--- src/rtl/in_matrix_pkg.sv ---
// Shared sizing helpers and the per-bank status encoding for the ping-pong input buffer.
package in_matrix_pkg;

  typedef enum logic [1:0] {EMPTY, FILLING, FULL} bank_state_t;

  function automatic int words(input int n, input int width);
    return n * n / width;
  endfunction

  function automatic int bpw(input int bits, input int width);
    return width * bits / 8;
  endfunction

endpackage

--- src/rtl/in_matrix_pingpong_matrix_bank.sv ---
// One matrix bank: word storage with byte-enable writes, a written-word mask,
// a popcount of that mask and a full flag that latches once every word is written.
module matrix_bank
  import in_matrix_pkg::*;
#(
  parameter int WORDS = 16,
  parameter int WB    = 32,
  localparam int IW   = $clog2(WORDS),
  localparam int CW   = $clog2(WORDS + 1),
  localparam int BEW  = WB / 8
) (
  input  logic                      clk,
  input  logic                      rst,
  input  logic                      wr,
  input  logic [IW-1:0]             widx,
  input  logic [WB-1:0]             wdata,
  input  logic [BEW-1:0]            be,
  input  logic                      clr,
  input  logic                      rel,
  output logic [WORDS-1:0][WB-1:0]  data,
  output logic [CW-1:0]             cnt,
  output bank_state_t               state,
  output logic                      done
);

  logic [WORDS-1:0][WB-1:0] data_q, data_d;
  logic [WORDS-1:0]         mask_q, mask_d;
  logic                     full_q, full_d;

  // A full bank ignores writes and clears; only a release empties it.
  always_comb begin
    data_d = data_q;
    mask_d = mask_q;
    full_d = full_q;
    if (rel) begin
      mask_d = '0;
      full_d = 1'b0;
    end else if (clr && !full_q) begin
      mask_d = '0;
    end else if (wr && !full_q) begin
      for (int b = 0; b < BEW; b++) begin
        if (be[b]) data_d[widx][8*b +: 8] = wdata[8*b +: 8];
      end
      if (|be) mask_d[widx] = 1'b1;
      if (&mask_d) full_d = 1'b1;
    end
  end

  always_ff @(posedge clk or posedge rst) begin
    if (rst) begin
      data_q <= '0;
      mask_q <= '0;
      full_q <= 1'b0;
    end else begin
      data_q <= data_d;
      mask_q <= mask_d;
      full_q <= full_d;
    end
  end

  always_comb begin
    cnt = '0;
    for (int i = 0; i < WORDS; i++) cnt = cnt + CW'(mask_q[i]);
  end

  always_comb begin
    if (full_q)       state = FULL;
    else if (|mask_q) state = FILLING;
    else              state = EMPTY;
  end

  assign done = full_d & ~full_q;
  assign data = data_q;

endmodule

--- src/rtl/in_matrix_pingpong.sv ---
// Ping-pong matrix input buffer: bus writes fill one bank while the other bank's
// complete matrix is presented to the core; banks swap on completion and on out_ack.
module in_matrix_pingpong
  import in_matrix_pkg::*;
#(
  parameter int BITS       = 8,
  parameter int N          = 8,
  parameter int WIDTH      = 4,
  parameter int ADDR_WIDTH = 10,
  parameter int OFFSET     = 0
) (
  input  logic                                 clk,
  input  logic                                 rst,
  input  logic                                 wr_en,
  input  logic [ADDR_WIDTH-1:0]                addr,
  input  logic [WIDTH*BITS-1:0]                wdata,
  input  logic [WIDTH*BITS/8-1:0]              be,
  input  logic                                 clear,
  output logic                                 wr_ack,
  output logic                                 wr_err,
  output logic [$clog2(words(N, WIDTH)+1)-1:0] fill_cnt,
  output logic                                 out_valid,
  output logic [N*N*BITS-1:0]                  out_all,
  input  logic                                 out_ack
);

  localparam int WORDS = words(N, WIDTH);
  localparam int BPW   = bpw(BITS, WIDTH);
  localparam int WB    = WIDTH * BITS;
  localparam int IW    = $clog2(WORDS);
  localparam int CW    = $clog2(WORDS + 1);

  // One extra bit so a window ending at the top of the address space still compares correctly.
  localparam logic [ADDR_WIDTH:0] WIN_LO = (ADDR_WIDTH+1)'(OFFSET);
  localparam logic [ADDR_WIDTH:0] WIN_HI = (ADDR_WIDTH+1)'(OFFSET + WORDS * BPW);

  logic                  fill_sel_q, fill_sel_d;
  logic                  rd_sel_q, rd_sel_d;
  logic                  wr_ack_q, wr_ack_d;
  logic                  wr_err_q, wr_err_d;

  logic                  in_win;
  logic [ADDR_WIDTH-1:0] offs;
  logic [IW-1:0]         widx;
  logic                  fill_full;
  logic                  accept;
  logic                  release_rd;

  logic [1:0]               bank_wr, bank_clr, bank_rel, bank_done, bank_full;
  logic [CW-1:0]            bank_cnt  [2];
  bank_state_t              bank_st   [2];
  logic [WORDS-1:0][WB-1:0] bank_data [2];

  assign in_win     = ({1'b0, addr} >= WIN_LO) && ({1'b0, addr} < WIN_HI);
  assign offs       = addr - ADDR_WIDTH'(OFFSET);
  assign widx       = IW'(offs / ADDR_WIDTH'(BPW));
  assign fill_full  = bank_full[fill_sel_q];
  assign accept     = wr_en & in_win & ~fill_full;
  assign release_rd = out_ack & bank_full[rd_sel_q];

  for (genvar i = 0; i < 2; i++) begin : g_bank
    assign bank_wr[i]   = accept & ~clear & (int'(fill_sel_q) == i);
    assign bank_clr[i]  = clear & (int'(fill_sel_q) == i);
    assign bank_rel[i]  = release_rd & (int'(rd_sel_q) == i);
    assign bank_full[i] = (bank_st[i] == FULL);

    matrix_bank #(
      .WORDS (WORDS),
      .WB    (WB)
    ) u_bank (
      .clk   (clk),
      .rst   (rst),
      .wr    (bank_wr[i]),
      .widx  (widx),
      .wdata (wdata),
      .be    (be),
      .clr   (bank_clr[i]),
      .rel   (bank_rel[i]),
      .data  (bank_data[i]),
      .cnt   (bank_cnt[i]),
      .state (bank_st[i]),
      .done  (bank_done[i])
    );
  end

  // Completion on the fill bank and release of the read bank can land on the same edge.
  always_comb begin
    fill_sel_d = fill_sel_q ^ (|bank_done);
    rd_sel_d   = rd_sel_q ^ release_rd;
    wr_ack_d   = accept;
    wr_err_d   = wr_en & in_win & fill_full;
  end

  always_ff @(posedge clk or posedge rst) begin
    if (rst) begin
      fill_sel_q <= 1'b0;
      rd_sel_q   <= 1'b0;
      wr_ack_q   <= 1'b0;
      wr_err_q   <= 1'b0;
    end else begin
      fill_sel_q <= fill_sel_d;
      rd_sel_q   <= rd_sel_d;
      wr_ack_q   <= wr_ack_d;
      wr_err_q   <= wr_err_d;
    end
  end

  assign wr_ack    = wr_ack_q;
  assign wr_err    = wr_err_q;
  assign fill_cnt  = bank_cnt[fill_sel_q];
  assign out_valid = bank_full[rd_sel_q];
  assign out_all   = bank_data[rd_sel_q];

endmodule

--- config.mk ---
export PLATFORM = sky130hd
export DESIGN_NAME = in_matrix_pingpong
export DESIGN_NICKNAME = d
export VERILOG_FILES = /design/src/rtl/in_matrix_pkg.sv /design/src/rtl/in_matrix_pingpong_matrix_bank.sv /design/src/rtl/in_matrix_pingpong.sv
export SDC_FILE = /design/constraint.sdc
export NUM_CORES = 2
export LEC_CHECK = 0
export CAP_MARGIN = 10
export CORE_ASPECT_RATIO = 0.75
export CORE_UTILIZATION = 55
export CTS_BUF_LIST = sky130_fd_sc_hd__clkbuf_4 sky130_fd_sc_hd__clkbuf_8 sky130_fd_sc_hd__clkbuf_16
export CTS_CLUSTER_SIZE = 28
export DETAILED_ROUTE_END_ITERATION = 8
export PLACE_DENSITY = 0.85
export SLEW_MARGIN = 20
export SYNTH_ARGS = -nofsm -noshare
export SYNTH_HDL_FRONTEND = slang
export SYNTH_HIERARCHICAL = 1
export SYNTH_SLANG_ARGS = --single-unit
export TNS_END_PERCENT = 100
--- constraint.sdc ---
create_clock -name clk -period 57.7 [get_ports clk]
set_input_delay 14.425 -clock clk [delete_from_list [all_inputs] [get_ports clk]]
set_output_delay 14.425 -clock clk [all_outputs]
set_load 0.01 [all_outputs]
==> impl_metrics.env <==
export IMPL_r2r_start="rd_sel_q$_DFF_PP0_"
export IMPL_syn_to_final_growth_pct=21.8
export IMPL_multiInputGateArea_mm2=0.0199
export IMPL_p_int_mw=1.22
export IMPL_setup_tns_ns=0
export IMPL_async_flop_share_pct=100
export IMPL_fmax_mhz=50.1
export IMPL_post_dp_cell_area_mm2=0.0543
export IMPL_synth_top_area_share_pct=56.0
export IMPL_hold_start="g_bank[1].u_bank/data[151]$_DFFE_PP0P_"
export IMPL_finalSetupViolCount=0
export IMPL_groute_usage_overall_pct=29.9
export IMPL_dr_pass1_iters=5
export IMPL_vias=29000
export IMPL_die_w_um=341
export IMPL_hold_depth=1
export IMPL_syn_avg_cell_area_um2=14.8
export IMPL_clkTransAtPathRegs_ns=0.06
export IMPL_numCtsBuffers=101
export IMPL_synth_edff_count=0
export IMPL_final_nets=3855
export IMPL_clock_path_buffers=3
export IMPL_arrival_ns=5.53
export IMPL_seq_area_mm2=0.0266
export IMPL_antenna_found_initial=6
export IMPL_stdcell_area_mm2=0.0578
export IMPL_routabilityCongestion=0.852
export IMPL_rsz0062_at_grt="false"
export IMPL_clock_latency_ns=0.67
export IMPL_syn_area_mm2=0.0475
export IMPL_worstPathRequired_ns=43.28
export IMPL_rows=92
export IMPL_finalPower_mw=1.64
export IMPL_worst_slack_ns=37.75
export IMPL_fillers=5879
export IMPL_critical_path_endpoint_type="output pin"
export IMPL_overflow=0
export IMPL_netlist_instances=3205
export IMPL_routed_wl_mm=131
export IMPL_reg2reg_to="g_bank[0].u_bank/data[491]$_DFFE_PP0P_"
export IMPL_grt_pass1_wl_mm=197
export IMPL_rrSetupSlack_ns=52.82
export IMPL_tightest_slew_ns=1.29
export IMPL_post_drt_wl_per_cell_um=26.2
export IMPL_status="completed"
export IMPL_whs_ns=0.499
export IMPL_synth_common_cells="mux2_2, dfrtp_1, nand2_1, clkbuf_1, a21oi_1"
export IMPL_place_ws_ns=38.47
export IMPL_hold_end="g_bank[1].u_bank/data[151]$_DFFE_PP0P_"
export IMPL_hold_viol_final=0
export IMPL_p_per_area_mw_per_mm2=28.3
export IMPL_peakVddDrop_mv=0.0444
export IMPL_first_global_vias=30500
export IMPL_cts_htree_levels=3
export IMPL_clkSinkCount=1062
export IMPL_drc=0
export IMPL_holdBufCountCts=0
export IMPL_synth_seq_cells=1062
export IMPL_p_clk_share_pct=42.2
export IMPL_dp_cells=4794
export IMPL_cts_tree="done"
export IMPL_slew_headroom_pct=13.7
export IMPL_layout_min_cycle_time_ns=19.95
export IMPL_ys_flop_type="dfrtp_1"
export IMPL_synth_area_top_cells="dfrtp_1, mux2_2, nand2_1"
export IMPL_io_pins=571
export IMPL_postCtsSetupBuffers=0
export IMPL_postRouteAntennaNets=0
export IMPL_start_kind="register"
export IMPL_min_delay_path_class="reg2reg"
export IMPL_portBuffers=568
export IMPL_first_iter_violations=1664
export IMPL_finalMaxSlewViolations=0
export IMPL_dp_final_hpwl_mm=85.7
export IMPL_core_area_mm2=0.0847
export IMPL_synth_seq_area_share_pct=56.0
export IMPL_die_h_um=256
export IMPL_p_comb_share_pct=11.3
export IMPL_die_area_mm2=0.0875
export IMPL_grt_max_degree=180
export IMPL_viasPerCell=5.82
export IMPL_cts_root_buf="clkbuf_16"
export IMPL_start_util_pct=56.0
export IMPL_power_frac_seq_pct=46.5
export IMPL_yosysMostFrequentCell="mux2_2"
export IMPL_synth_top_area_cell="dfrtp_1"
export IMPL_path_max_fanout=76
export IMPL_fin_cells=4983
export IMPL_leakagePower_nw=28.9
export IMPL_worst_setup_path_type="reg2out"
export IMPL_cts_resized=0
export IMPL_drive_gt1_share_pct=47.4
export IMPL_final_util_pct=68.2
export IMPL_rr_worst_depth=7
export IMPL_synth_nets=3290
export IMPL_cap_violations=0
export IMPL_synth_cell_types=47
export IMPL_post_route_period_util_pct=34.6
export IMPL_swShare_pct=25.2
export IMPL_switchingPower_mw=0.413
export IMPL_ys_warnings_count=6
export IMPL_fin_skew_ns=0.0189
critical path: stages (launching register included):
cell             delay [ns]
dfrtp_4                1.13
buf_4                  0.90
buf_4                  0.93
buf_4                  0.83
mux2_2                 0.43
clkdlybuf4s50_1        0.51
per-layer routing:
layer / vias to the layer above / global-route usage (%) / wire (µm)
met5: - / 0 / 41
met4: 6 / 9.13 / 4100
met3: 208 / 5.90 / 7660
met2: 776 / 47.3 / 61400
met1: 15400 / 41.8 / 57300
li1: 12600 / - / -
sequential cells by signal, indices dropped and copies added (netlist names):
register              count
fill_sel_q                1
g_bank.u_bank/mask_q     32
rd_sel_q                  1
g_bank.u_bank/full_q      2
g_bank.u_bank/data     1024
wr_err                    1
wr_ack                    1
cells in the final DEF (no fill, tap or decap), drive strengths merged, types with 18 or more instances in the layout:
master         synthesis  final
mux2                1541   1541
dfrtp               1062   1062
clkdlybuf4s50          0    567
clkbuf                91    133
nand2                132    132
buf                   85     71
a21oi                 66     66
inv                   54     58
nor2                  34     34
clkinv                 0     33
fa                    20     20
nor4                  18     18
power by group through the flow:
stage	clock network (mW)	logic, mW	registers, mW
CTS	0.700	0.185	0.762
finish	0.691	0.185	0.762
detailed placement	0	0.185	0.776
global placement	0	0.185	0.776
global route	0.731	0.195	0.763
floorplan	0	0.155	0.765
worst max path at each step:
stage                            start                              endpoint  slack, ns
global placement    rd_sel_q$_DFF_PP0_                          out_all[133]      38.43
detailed placement  rd_sel_q$_DFF_PP0_                          out_all[297]      38.47
floorplan                          rst  g_bank[0].u_bank/data[0]$_DFFE_PP0P_      28.49
global route        rd_sel_q$_DFF_PP0_                          out_all[260]      37.47
finish              rd_sel_q$_DFF_PP0_                          out_all[228]      37.75
CTS                 rd_sel_q$_DFF_PP0_                          out_all[228]      37.72
area by class of cell:
type	count	area share (%)
antenna	4	0.0173
clock inverter	51	0.963
clock buffer	133	5.03
multi-input combinational	1913	34.4
tap	1128	2.44
sequential	1062	46.0
timing repair buffer	638	10.9
inverter	54	0.377
kinds of logic after synthesis:
group / share of synthesized area (%)
AOI/OAI and AO/OA: 0.886
xor gates and xnor gates: 0.0923
buffers and inverters: 2.33
muxes: 36.6
and+or+nand+nor: 2.93
DFF: 56.0
adders and majority gates: 1.21
No activity file was read; power rests on OpenSTA's default activity.
